### src/rtl/tile_spawner_if.sv
// Spawn request / preset bus between the game controller and the tile spawner.
// Latency: none, this is wiring only.
// Backpressure: none; the requester reads busy and done to pace itself.
interface tile_spawner_if #(
  parameter int N_CELLS = 16,
  parameter int VAL_W   = 4
);
  logic                       start;
  logic                       double;
  logic [N_CELLS*VAL_W-1:0]   board_values;
  logic [N_CELLS-1:0]         preset_ext;
  logic [VAL_W-1:0]           value_preset;
  logic                       busy;
  logic                       done;
  logic                       board_full;

  // Requester side: issues spawn requests and watches the presets.
  modport master (
    output start, double, board_values,
    input  preset_ext, value_preset, busy, done, board_full
  );

  // Spawner side.
  modport slave (
    input  start, double, board_values,
    output preset_ext, value_preset, busy, done, board_full
  );
endinterface

### src/rtl/tile_spawner.sv
// Places a new tile (2 or 4) in a pseudo-randomly chosen empty cell of the node array.
// Latency: preset 2 cycles after start when the start cell is empty, +1 cycle per scan step.
// Backpressure: start is sampled only while idle; requests arriving while busy are dropped.
module tile_spawner #(
  parameter int          N_CELLS   = 16,
  parameter int          VAL_W     = 4,
  parameter logic [15:0] LFSR_SEED = 16'hACE1,
  parameter logic [3:0]  P4_THRESH = 4'd2
) (
  input  logic          clk,
  input  logic          rst,
  tile_spawner_if.slave bus
);

  localparam int IDX_W = $clog2(N_CELLS);

  localparam logic [1:0] S_IDLE  = 2'd0;
  localparam logic [1:0] S_SCAN  = 2'd1;
  localparam logic [1:0] S_WRITE = 2'd2;
  localparam logic [1:0] S_DONE  = 2'd3;

  localparam logic [IDX_W-1:0] IDX_LAST = IDX_W'(N_CELLS - 1);
  localparam logic [IDX_W:0]   CNT_LAST = (IDX_W+1)'(N_CELLS - 1);

  logic [1:0]         r_state;
  logic [15:0]        r_lfsr;
  logic [N_CELLS-1:0] r_mask;
  logic               r_second;
  logic [IDX_W-1:0]   r_idx;
  logic [VAL_W-1:0]   r_val;
  logic [IDX_W:0]     r_count;
  logic               r_board_full;

  logic [N_CELLS-1:0] w_empty;
  logic [N_CELLS-1:0] w_onehot;
  logic [N_CELLS-1:0] w_mask_after;
  logic [15:0]        w_lfsr_next;
  logic [IDX_W-1:0]   w_lfsr_idx;
  logic [VAL_W-1:0]   w_lfsr_val;
  logic [IDX_W-1:0]   w_idx_next;

  // A cell is free when its exponent is zero.
  genvar gi;
  generate
    for (gi = 0; gi < N_CELLS; gi++) begin : g_empty
      assign w_empty[gi] = (bus.board_values[gi*VAL_W +: VAL_W] == '0);
    end
  endgenerate

  // Galois step for x^16+x^14+x^13+x^11+1; a stuck-at-zero register is reseeded.
  assign w_lfsr_next = (r_lfsr == 16'd0) ? LFSR_SEED
                     : ({1'b0, r_lfsr[15:1]} ^ (r_lfsr[0] ? 16'hB400 : 16'h0000));

  // Start cell and tile value are both drawn from the current LFSR state.
  assign w_lfsr_idx   = r_lfsr[IDX_W-1:0];
  assign w_lfsr_val   = (r_lfsr[7:4] < P4_THRESH) ? VAL_W'(2) : VAL_W'(1);
  assign w_idx_next   = (r_idx == IDX_LAST) ? '0 : r_idx + IDX_W'(1);
  assign w_onehot     = N_CELLS'(1) << r_idx;
  assign w_mask_after = r_mask & ~w_onehot;

  // Outputs decode from state only, so reset clears them immediately.
  assign bus.preset_ext   = (r_state == S_WRITE) ? w_onehot : '0;
  assign bus.value_preset = (r_state == S_WRITE) ? r_val : '0;
  assign bus.busy         = (r_state != S_IDLE);
  assign bus.done         = (r_state == S_DONE);
  assign bus.board_full   = r_board_full;

  // Free-running LFSR, advances every cycle regardless of state.
  always_ff @(posedge clk or negedge rst) begin
    if (!rst) begin
      r_lfsr <= LFSR_SEED;
    end else begin
      r_lfsr <= w_lfsr_next;
    end
  end

  // Request sequencer: latch mask, scan forward from the random cell, preset, finish.
  always_ff @(posedge clk or negedge rst) begin
    if (!rst) begin
      r_state      <= S_IDLE;
      r_mask       <= '0;
      r_second     <= 1'b0;
      r_idx        <= '0;
      r_val        <= '0;
      r_count      <= '0;
      r_board_full <= 1'b0;
    end else begin
      case (r_state)
        S_IDLE: begin
          if (bus.start) begin
            r_mask       <= w_empty;
            r_second     <= bus.double;
            r_board_full <= 1'b0;
            if (w_empty == '0) begin
              r_board_full <= 1'b1;
              r_state      <= S_DONE;
            end else begin
              r_idx   <= w_lfsr_idx;
              r_val   <= w_lfsr_val;
              r_count <= '0;
              r_state <= S_SCAN;
            end
          end
        end
        S_SCAN: begin
          if (r_mask[r_idx]) begin
            r_state <= S_WRITE;
          end else begin
            r_idx   <= w_idx_next;
            r_count <= r_count + (IDX_W+1)'(1);
            // Cannot trigger with a non-empty latched mask; kept so a bad mask never hangs.
            if (r_count == CNT_LAST) begin
              r_board_full <= 1'b1;
              r_state      <= S_DONE;
            end
          end
        end
        S_WRITE: begin
          r_mask <= w_mask_after;
          if (r_second && (w_mask_after != '0)) begin
            r_second <= 1'b0;
            r_idx    <= w_lfsr_idx;
            r_val    <= w_lfsr_val;
            r_count  <= '0;
            r_state  <= S_SCAN;
          end else if (r_second) begin
            r_second     <= 1'b0;
            r_board_full <= 1'b1;
            r_state      <= S_DONE;
          end else begin
            r_state <= S_DONE;
          end
        end
        default: begin
          r_state <= S_IDLE;
        end
      endcase
    end
  end

endmodule
### src/flat_wrapper.sv
// flat-port wrapper written by rule: the top's interface ports become plain ports
module tile_spawner_flat 
#(
  parameter int          N_CELLS   = 16,
  parameter int          VAL_W     = 4,
  parameter logic [15:0] LFSR_SEED = 16'hACE1,
  parameter logic [3:0]  P4_THRESH = 4'd2
)
  (clk, rst, bus_start, bus_double, bus_board_values, bus_preset_ext, bus_value_preset, bus_busy, bus_done, bus_board_full);
  tile_spawner_if #(.N_CELLS(N_CELLS), .VAL_W(VAL_W)) bus_i ();
  input  logic clk;
  input  logic rst;
  input wire logic [$bits(bus_i.start)-1:0] bus_start;
  input wire logic [$bits(bus_i.double)-1:0] bus_double;
  input wire logic [$bits(bus_i.board_values)-1:0] bus_board_values;
  output wire logic [$bits(bus_i.preset_ext)-1:0] bus_preset_ext;
  output wire logic [$bits(bus_i.value_preset)-1:0] bus_value_preset;
  output wire logic [$bits(bus_i.busy)-1:0] bus_busy;
  output wire logic [$bits(bus_i.done)-1:0] bus_done;
  output wire logic [$bits(bus_i.board_full)-1:0] bus_board_full;
  assign bus_i.start = bus_start;
  assign bus_i.double = bus_double;
  assign bus_i.board_values = bus_board_values;
  assign bus_preset_ext = bus_i.preset_ext;
  assign bus_value_preset = bus_i.value_preset;
  assign bus_busy = bus_i.busy;
  assign bus_done = bus_i.done;
  assign bus_board_full = bus_i.board_full;
  tile_spawner #(.N_CELLS(N_CELLS), .VAL_W(VAL_W), .LFSR_SEED(LFSR_SEED), .P4_THRESH(P4_THRESH)) u_core (.clk(clk), .rst(rst), .bus(bus_i));
endmodule
### config.mk
export PLATFORM = sky130hd
export DESIGN_NAME = tile_spawner_flat
export DESIGN_NICKNAME = d
export VERILOG_FILES = /design/src/rtl/tile_spawner_if.sv /design/src/rtl/tile_spawner.sv /design/src/flat_wrapper.sv
export SDC_FILE = /design/constraint.sdc
export NUM_CORES = 1
export LEC_CHECK = 0
export BUFFER_PORTS_ARGS = -buffer_cell sky130_fd_sc_hd__buf_2
export CAP_MARGIN = 10
export CORE_UTILIZATION = 50
export DETAILED_ROUTE_END_ITERATION = 10
export MAX_ROUTING_LAYER = met4
export PLACE_DENSITY = 0.78
export SLEW_MARGIN = 20
export SYNTH_ARGS = -nofsm -noshare
export SYNTH_HDL_FRONTEND = slang
export SYNTH_SLANG_ARGS = --single-unit
### constraint.sdc
create_clock -name clk -period 5.4 [get_ports clk]
set_clock_uncertainty 0.15 [all_clocks]
set_input_delay 1.08 -clock clk [delete_from_list [all_inputs] [get_ports clk]]
set_output_delay 1.08 -clock clk [all_outputs]
set_load 0.02 [all_outputs]
==> impl_metrics.ini, run 1 <==
[sta]
finalHoldViolations = 0
setup_viol = 0
min_period_ps = 3390
clock.fmax_ghz = 0.295
max_slew_margin = 0.450
period_share = 0.628
fin_setup_tns_ps = 0
rsz0062_at_grt = no
tightest_slew_ps = 825
finalMaxSlewViolations = 0

[grt]
antenna_found_initial = 0
grt_pass1_wl_mm = 11.3
grt_start_max_net_pins = 48
grt_pass1_vias = 2288
grtUsageTotal = 0.242
overflow = 0

[worst_setup_path]
start_kind = flop
cpMaxStageDelayCell = dfrtp_1
critPathMaxFanout = 26
cp_num_buf_inv = 2
arrival_ps = 2160
worstSetupEndpointType = output port
required_ps = 4170
slowest_delay_ps = 890
crit_chain = clkinv_1 > and3_1 > buf_2
criticalPathCategory = reg -> out
cpLargestDelayFamily = flip-flops

[cts]
htree_levels = 2
numCtsBuffers = 5
insertion_delay_ps = 310
cts_tree = built
clkTransAtPathRegs_ps = 100
cts.sinks = 47
cts-resized-gates = 0
postCtsSetupBuffers = 0
root_buffer = clkbuf_8
cts_buffer_depth = 2
holdBufCountCts = 0

[cells_and_area]
final_common_cell = buf_2
fin_nets = 466
final_cell_mix = 87 x buf_2, 39 x dfrtp_1, 37 x o21ai_0, 26 x nor2_1, 23 x a21oi_1
final_util = 0.616
antenna_cells = 0
nFillCells = 481
drive_gt1_frac = 0.305
syn_to_final_growth_pct = 17.1

[synthesis]
synthFlopType = dfrtp_1
yosysSeqAreaShare = 0.404
synth_enable_flop_cells = 0
synth_area_per_cell_um2 = 9.23
ys_seq_elements = 47
yosysTopAreaCell = dfrtp_1
synth_top_cell_area_share = 0.333
synth.area.top_cells = dfrtp_1 33%, dfstp_2 7.2%, o21ai_0 6.3%
synthCells = 318
async_reset_ff_frac = 1.00
synth_area_um2 = 2930
ys.warnings.count = 0
yosysUniqueCellTypes = 50

[routing]
antenna_left = 0
route.detailed.drc = 0
drt_iter0_drc = 340
dr.pass1.iters = 4
via_per_inst = 5.82
num_vias = 2670
totalWireLength_mm = 7.09
wire_per_inst_um = 15.4

[floorplanning]
initial_core_util = 0.526
dieArea_um2 = 6180
rows = 27
placeableCoreArea_um2 = 5570
io_pins = 91
die_w_um = 78.6
die_h_um = 78.6

[min_path]
hp-class = reg -> reg

[power_and_ir_drop]
p_total_uw = 1480
power_density_nw_per_um2 = 431
p_leak_uw = 0.00164
irDropWorstVdd_mv = 0.222

[place]
dp_hpwl_mm = 5.34
io_buffers = 88
gp_congestion = 0.878

[outcome]
status = complete, no violations

[job]
maxCapViolations = 0
## metal layers
metal | track usage | vias up | wire [um]
li1 | - | 1290 | -
met1 | 0.346 | 1243 | 3260
met2 | 0.350 | 123 | 3240
met3 | 0.0407 | 14 | 473
met4 | 0.0759 | 0 | 124
met5 | - | - | 0
## sequential cells by signal, indices dropped and copies added, names as in the netlist
signal,cells
u_core.r_lfsr,16
u_core.r_mask,16
u_core.r_count,5
u_core.r_idx,4
u_core.r_state,2
u_core.r_val,2
u_core.bus.board_full,1
u_core.r_second,1
## stage by stage
| stage | hold slack (ps) | setup slack, ps | cells | cell area, um^2 |
|---|---|---|---|---|
| global placement | 229 | 1890 | 451 | 3330 |
| finish | 242 | 2010 | 459 | 3430 |
| CTS | 249 | 2050 | 459 | 3430 |
| detailed placement | 216 | 1830 | 451 | 3330 |
| floorplan | 279 | 2330 | 319 | 2940 |
| global route | 262 | 1790 | 459 | 3430 |
## synth_stat cells, types with 2 or more instances
master / n
a21oi_1: 23
a221oi_1: 2
a22o_1: 2
a311oi_1: 3
and2_1: 3
and3_1: 4
and4b_1: 2
buf_2: 4
buf_4: 2
buf_6: 3
clkbuf_1: 19
dfrtp_1: 39
dfstp_2: 8
ha_1: 12
inv_1: 14
mux2_2: 2
mux2_4: 2
mux2i_1: 11
mux4_1: 2
mux4_2: 2
nand2_1: 11
nand2b_1: 2
nand3_1: 9
nand3b_1: 2
nand4_1: 7
nor2_1: 26
nor2b_1: 4
nor3_1: 6
nor4_1: 5
nor4b_1: 3
nor4bb_1: 2
o21ai_0: 37
o31ai_1: 6
or2_2: 6
or3_1: 2
or4_1: 17
## path summary, 6_finish.rpt
check | from | end | slack [ps] | cells after the start
worst max-delay path | u_core.r_idx[3]$_DFFE_PN0P_ | bus_preset_ext[3] | 2010 | 3
worst min-delay path | u_core.r_lfsr[4]$_DFF_PN0_ | u_core.r_lfsr[3]$_DFF_PN0_ | 240 | 0
worst max register to register | u_core.r_idx[2]$_DFFE_PN0P_ | u_core.r_count[0]$_DFFE_PN0P_ | 2030 | 6
worst min register to register | u_core.r_lfsr[4]$_DFF_PN0_ | u_core.r_lfsr[3]$_DFF_PN0_ | 240 | 0
max in group asynchronous | rst | u_core.r_mask[2]$_DFFE_PN0P_ | 4110 | 1
min in group asynchronous | rst | u_core.r_lfsr[9]$_DFF_PN0_ | 610 | 1
## layout make-up
class,instances,area [um^2],area share
Sequential cell,47,1190,0.345
Inverter,15,56.3,0.0164
Clock inverter,3,31.3,0.00911
Timing Repair Buffer,89,450,0.131
Tap cell,72,90.1,0.0262
Clock buffer,5,68.8,0.0200
Multi-Input combinational cell,228,1550,0.452
## kinds of logic (layout without fill, tap and decap cells)
group                      Yosys count  count (layout)  share of synthesized area
buffers and inverters               44             112                     0.0682
and+or+nand+nor                    113             113                      0.220
adders and majority gates           12              12                     0.0512
muxes                               20              20                     0.0925
xor gates and xnor gates             2               2                    0.00597
AOI/OAI and AO/OA                   79              79                      0.157
other                                1               2                    0.00128
DFF                                 47              47                      0.404
## where the power goes
group	switching [uW]	internal (uW)	total, uW
sequential	101	411	512
clock	141	99.5	240
combinational	430	296	727
(Power assumes the default switching activity.)
==> inputs of run 2 (changes only) <==
ABC_AREA = 1   (was default)
CORE_UTILIZATION = 47   (was 50)
PLACE_DENSITY = 0.76   (was 0.78)
clock period = 2.76 ns   (was 5.4 ns; I/O delays follow)
==> run 2 against run 1 <==
Against the previous run: sequential share of layout area decreased by 2.1 points; sequential cell count unchanged; worst hold slack got worse by 210 ps; synthesized cell count up 47%; count of clock-buffer cells in the layout unchanged; register-to-register slack got worse by 1800 ps; clock power is 88% higher; critical path depth up 3; final area up 6.8%; global-route usage is essentially flat; combinational power increased to 2.6 times the previous value; sequential power rose by 110%; critical endpoint is now bus_preset_ext[0]; highest routed layer unchanged.
==> impl_metrics.ini, run 2 <==
[routing]
via_per_inst = 5.09
drt_iter0_drc = 310
route.detailed.drc = 0
num_vias = 3177
wire_per_inst_um = 12.4
totalWireLength_mm = 7.76
dr.pass1.iters = 6
antenna_left = 0

[floorplanning]
dieArea_um2 = 6940
die_h_um = 83.3
io_pins = 91
initial_core_util = 0.489
rows = 29
die_w_um = 83.3
placeableCoreArea_um2 = 6350

[synthesis]
synthFlopType = dfrtp_1
synth_area_per_cell_um2 = 6.64
synth.area.top_cells = dfrtp_1 31%, nand2_1 20%, nor2_1 8.7%
yosysTopAreaCell = dfrtp_1
ys_seq_elements = 47
synthCells = 468
synth_commonest_cells = 163 x nand2_1, 72 x nor2_1, 43 x inv_1
synth_top_cell_area_share = 0.314
ys.warnings.count = 0
synth_enable_flop_cells = 0
async_reset_ff_frac = 1.00
yosysSeqAreaShare = 0.382
synth_area_um2 = 3110
yosysUniqueCellTypes = 28
synth.most_common_cell = nand2_1

[cts]
htree_levels = 2
cts_tree = built
cts_buffer_depth = 2
cts.sinks = 47
numCtsBuffers = 5
clkTransAtPathRegs_ps = 90
postCtsSetupBuffers = 0
insertion_delay_ps = 310
root_buffer = clkbuf_8

[place]
dp_hpwl_mm = 6.01
gp_congestion = 1.01
placed_area_um2 = 3560
io_buffers = 88

[cells_and_area]
antenna_cells = 0
final_cell_area_um2 = 3670
syn_to_final_growth_pct = 18.0
drive_gt1_frac = 0.238
largestRegisters = u_core.r_lfsr: 16 flops, u_core.r_mask: 16 flops, u_core.r_count: 5 flops
final_cell_mix = 163 x nand2_1, 88 x buf_2, 72 x nor2_1, 43 x inv_1, 39 x nand3_1
final_common_cell = nand2_1
fin_nets = 626

[worst_setup_path]
criticalPathCategory = reg -> out
start_kind = flop
worstSetupEndpointType = output port
r2r_slack_ps = 250
arrival_ps = 1830
required_ps = 2060
critPathMaxFanout = 14

[grt]
grtUsageTotal = 0.242
grt_use_met2 = 0.415
top_usage_layer = met2
grtUsageMet1 = 0.297
grt_start_max_net_pins = 35
grt_pass1_vias = 3021
grt_pass1_wl_mm = 13.4
grtUsageMet3 = 0.0417
overflow = 0
antenna_found_initial = 0

[sta]
fin_setup_tns_ps = 0
max_slew_margin = 0.507
period_share = 0.917
clock.fmax_ghz = 0.395
finalHoldViolations = 0
rsz0062_at_grt = no
tightest_slew_ps = 739
finalMaxSlewViolations = 0
setup_viol = 0
min_period_ps = 2530

[power_and_ir_drop]
irDropWorstVdd_mv = 0.631
power_density_nw_per_um2 = 941
p_leak_uw = 0.00208
p_total_uw = 3450

[outcome]
status = complete, no violations

[job]
maxCapViolations = 0

[min_path]
hp-class = in -> async
run 2: final timing paths:
check                                              start                           to  cells past startpoint
min in group clk              u_core.r_lfsr[3]$_DFF_PN0_   u_core.r_lfsr[2]$_DFF_PN0_                      0
min                                                  rst  u_core.r_second$_DFFE_PN0P_                      1
min reg2reg                   u_core.r_lfsr[3]$_DFF_PN0_   u_core.r_lfsr[2]$_DFF_PN0_                      0
max reg2reg                  u_core.r_idx[0]$_DFFE_PN0P_  u_core.r_idx[3]$_DFFE_PN0P_                     12
max in group asynchronous                            rst  u_core.r_lfsr[10]$_DFF_PN1_                      2
max                        u_core.r_state[0]$_DFFE_PN0P_            bus_preset_ext[0]                      6
run 2: critical path: stages, from the launching register on:
cell and delay, ps:
dfrtp_1 410, inv_1 80, ha_1 210, inv_1 300, buf_4 270, nor2_1 90, buf_2 160
run 2: metrics by stage:
| step | util | cells | hold WS [ps] | setup slack, ps |
|---|---|---|---|---|
| 2_1_floorplan | - | 469 | 106 | 596 |
| 3_3_place_gp | 0.561 | 616 | 207 | 268 |
| 3_5_place_dp | 0.561 | 616 | 212 | 205 |
| 4_1_cts | 0.576 | 624 | 44.2 | 96.0 |
| 5_1_grt | 0.578 | 624 | 63.0 | 35.1 |
| 6_report | 0.578 | 624 | 36.8 | 229 |
run 2: metal layers:
metal,share of wire,vias to the layer above
met5,0,-
met4,0.011,0
met3,0.066,12
met2,0.49,129
met1,0.43,1419
li1,-,1617
run 2: where the power goes:
group          switching, uW  leakage [uW]  internal [uW]  total [uW]
Sequential               220      0.000571            858        1080
Combinational           1260       0.00146            657        1920
Clock                    263     0.0000467            188         451
run 2: what timing repair did:
| item | in CTS | in global routing |
|---|---|---|
| hold buffers | 0 | 0 |
| endpoints found under the setup margin | 0 | 9 |
| resized for setup | 0 | 3 |
run 2: cells by family after synthesis:
logic type      after synthesis  synth area share
compound gates               32            0.0552
simple gates                301             0.404
xor+xnor                      2           0.00564
flops                        47             0.382
other cells                   1           0.00121
fa+ha+maj                    12            0.0483
buf+inv                      73             0.104
run 2: layout make-up:
| type | instances | area [um^2] |
|---|---|---|
| Clock buffer | 5 | 68.8 |
| Clock inverter | 3 | 27.5 |
| Fill cell | 620 | 2680 |
| Inverter | 48 | 180 |
| Multi-Input combinational cell | 349 | 1610 |
| Sequential cell | 47 | 1190 |
| Tap cell | 77 | 96.3 |
| Timing Repair Buffer | 95 | 493 |
==> inputs of run 3 (changes only) <==
ABC_AREA = default   (was 1)
CORE_UTILIZATION = 50   (was 47)
PLACE_DENSITY = 0.78   (was 0.76)
SLEW_MARGIN = default   (was 20)
clock period = 2.46 ns   (was 2.76 ns; I/O delays follow)
==> run 3 against run 2 <==
Against the previous run: the flow now finishes with violations (negative setup slack); highest routed layer unchanged; critical path type is now reg -> reg; count of clock-buffer cells in the layout stayed put; clock power is 18% higher; wire length is 13% higher; critical path depth is 1 higher; sequential share of layout area is 3.4 points lower; sequential power hardly changed.
==> impl_metrics.ini, run 3 (synthesis gave the netlist of run 1 again) <==
[outcome]
status = finished with violations
violations = negative setup slack

[min_path]
hold_end = u_core.r_lfsr[8]$_DFF_PN0_
hp-class = reg -> reg
whs_path_depth = 0
hold_start = u_core.r_lfsr[9]$_DFF_PN0_

[floorplanning]
io_pins = 91
die_h_um = 78.6
die_w_um = 78.6
placeableCoreArea_um2 = 5570
rows = 27
dieArea_um2 = 6180
initial_core_util = 0.526

[cts]
numCtsBuffers = 5
cts_tree = built
insertion_delay_ps = 320
cts_buffer_depth = 2
root_buffer = clkbuf_8
cts.sinks = 47
clkTransAtPathRegs_ps = 100
htree_levels = 2

[place]
io_buffers = 88
gp_congestion = 0.922
dp_cells = 496
post-place-ws_ps = -255
dp_hpwl_mm = 6.06

[routing]
via_per_inst = 6.00
wire_per_inst_um = 17.1
drt_iter0_drc = 238
route.detailed.drc = 0
num_vias = 3071
totalWireLength_mm = 8.75
dr.pass1.iters = 5
antenna_left = 0

[cells_and_area]
drive_gt1_frac = 0.461
syn_to_final_growth_pct = 39.6
antenna_cells = 0
final_common_cell = buf_2
largestRegisters = u_core.r_lfsr: 16 flops, u_core.r_mask: 16 flops, u_core.r_count: 5 flops
fin_cells = 512
final_cell_mix = 86 x buf_2, 44 x buf_4, 36 x dfrtp_1, 35 x o21ai_0, 26 x nor2_1
fin_nets = 519

[worst_setup_path]
slowest_delay_ps = 510
criticalPathCategory = reg -> reg
crit_chain = buf_6 > buf_6 > mux4_2 > a32oi_2 > o311ai_2 > or3_4 > mux2_4
critPathMaxFanout = 5
cpMaxStageDelayCell = mux4_2
arrival_ps = 2660
r2r_end = u_core.r_idx[3]$_DFFE_PN0P_
path_common_cell = buf_6
reg2reg_depth = 7
start_kind = flop
rr_startpoint = u_core.r_idx[0]$_DFFE_PN0P_
r2r_slack_ps = -140
required_ps = 2520
worstSetupEndpointType = flop
critPathLaunch = u_core.r_idx[0]$_DFFE_PN0P_

[sta]
tightest_slew_ps = 596
period_share = 1.06
max_slew_margin = 0.602
rsz0062_at_grt = yes
finalHoldViolations = 0
clock.fmax_ghz = 0.385
finalMaxSlewViolations = 0
min_period_ps = 2600
worst_slack_ps = -139
setup_viol = 10
fin_setup_tns_ps = -878

[grt]
grt_pass1_wl_mm = 13.6
grtUsageTotal = 0.293
grt_pass1_vias = 2874
grt_start_max_net_pins = 28
antenna_found_initial = 0
overflow = 0

[power_and_ir_drop]
irDropWorstVdd_mv = 0.565
p_total_uw = 4240
power_density_nw_per_um2 = 1040
p_leak_uw = 0.00193

[job]
maxCapViolations = 0
run 3: cell types whose count changed in the layout (fill, tap and decap cells not counted), moves of 17 or more:
cell     change
a21oi_1     +20
buf_4       +37
inv_1       -31
nand2_1    -153
nand3_1     -30
nor2_1      -46
or4_1       +17
run 3: power breakdown:
| part | leakage [uW] | internal, uW | switching, uW |
|---|---|---|---|
| Combinational | 0.00130 | 1270 | 1360 |
| Sequential | 0.000575 | 909 | 166 |
| Clock | 0.0000526 | 218 | 315 |
| Total | 0.00193 | 2400 | 1850 |
run 3: area by class of cell:
cell class | instances | area, um^2
Clock buffer | 5 | 68.8
Clock inverter | 3 | 31.3
Fill cell | 396 | 1480
Inverter | 15 | 61.3
Multi-Input combinational cell | 228 | 1740
Sequential cell | 47 | 1190
Tap cell | 72 | 90.1
Timing Repair Buffer | 142 | 912
run 3: worst max-delay path: cells and delay by family, from the launching register on:
family | cells | cell delay [ps]
AND/OR/NAND/NOR | 1 | 460
flip-flops | 1 | 450
AO/OA/AOI/OAI | 2 | 380
buffers and inverters | 2 | 220
multiplexers | 2 | 830
run 3: metal layers:
metal | global-route usage | wire length [um] | vias to the layer above
met5 | - | 0 | -
met4 | 0.124 | 269 | 0
met3 | 0.0547 | 662 | 28
met2 | 0.467 | 4220 | 172
met1 | 0.366 | 3590 | 1472
li1 | - | - | 1399
run 3: per-stage QoR:
stage                     area [um^2]  utilization  hold WS, ps
final                            4100        0.735          251
after global routing             4100        0.735          259
after CTS                        4020        0.721          248
after detailed placement         3730        0.669          219
after global placement           3730        0.669          217
after floorplan                  3020            -         46.4
run 3: repair_timing:
item	4_1_cts	5_1_grt
buffers inserted	8	0
hold buffers	1	0
pin swaps	9	4
resized for setup	28	20
hold endpoints to repair	13	0
endpoints found under the setup margin	15	24
run 3: worst max path at each step:
stage	cells past startpoint	slack, ps	to
floorplan	12	-210	u_core.r_count[0]$_DFFE_PN0P_
global placement	10	-190	u_core.r_val[1]$_DFFE_PN0P_
detailed placement	10	-250	u_core.r_idx[2]$_DFFE_PN0P_
CTS	7	-90	u_core.r_count[0]$_DFFE_PN0P_
global route	7	-220	u_core.r_idx[3]$_DFFE_PN0P_
finish	7	-140	u_core.r_idx[3]$_DFFE_PN0P_
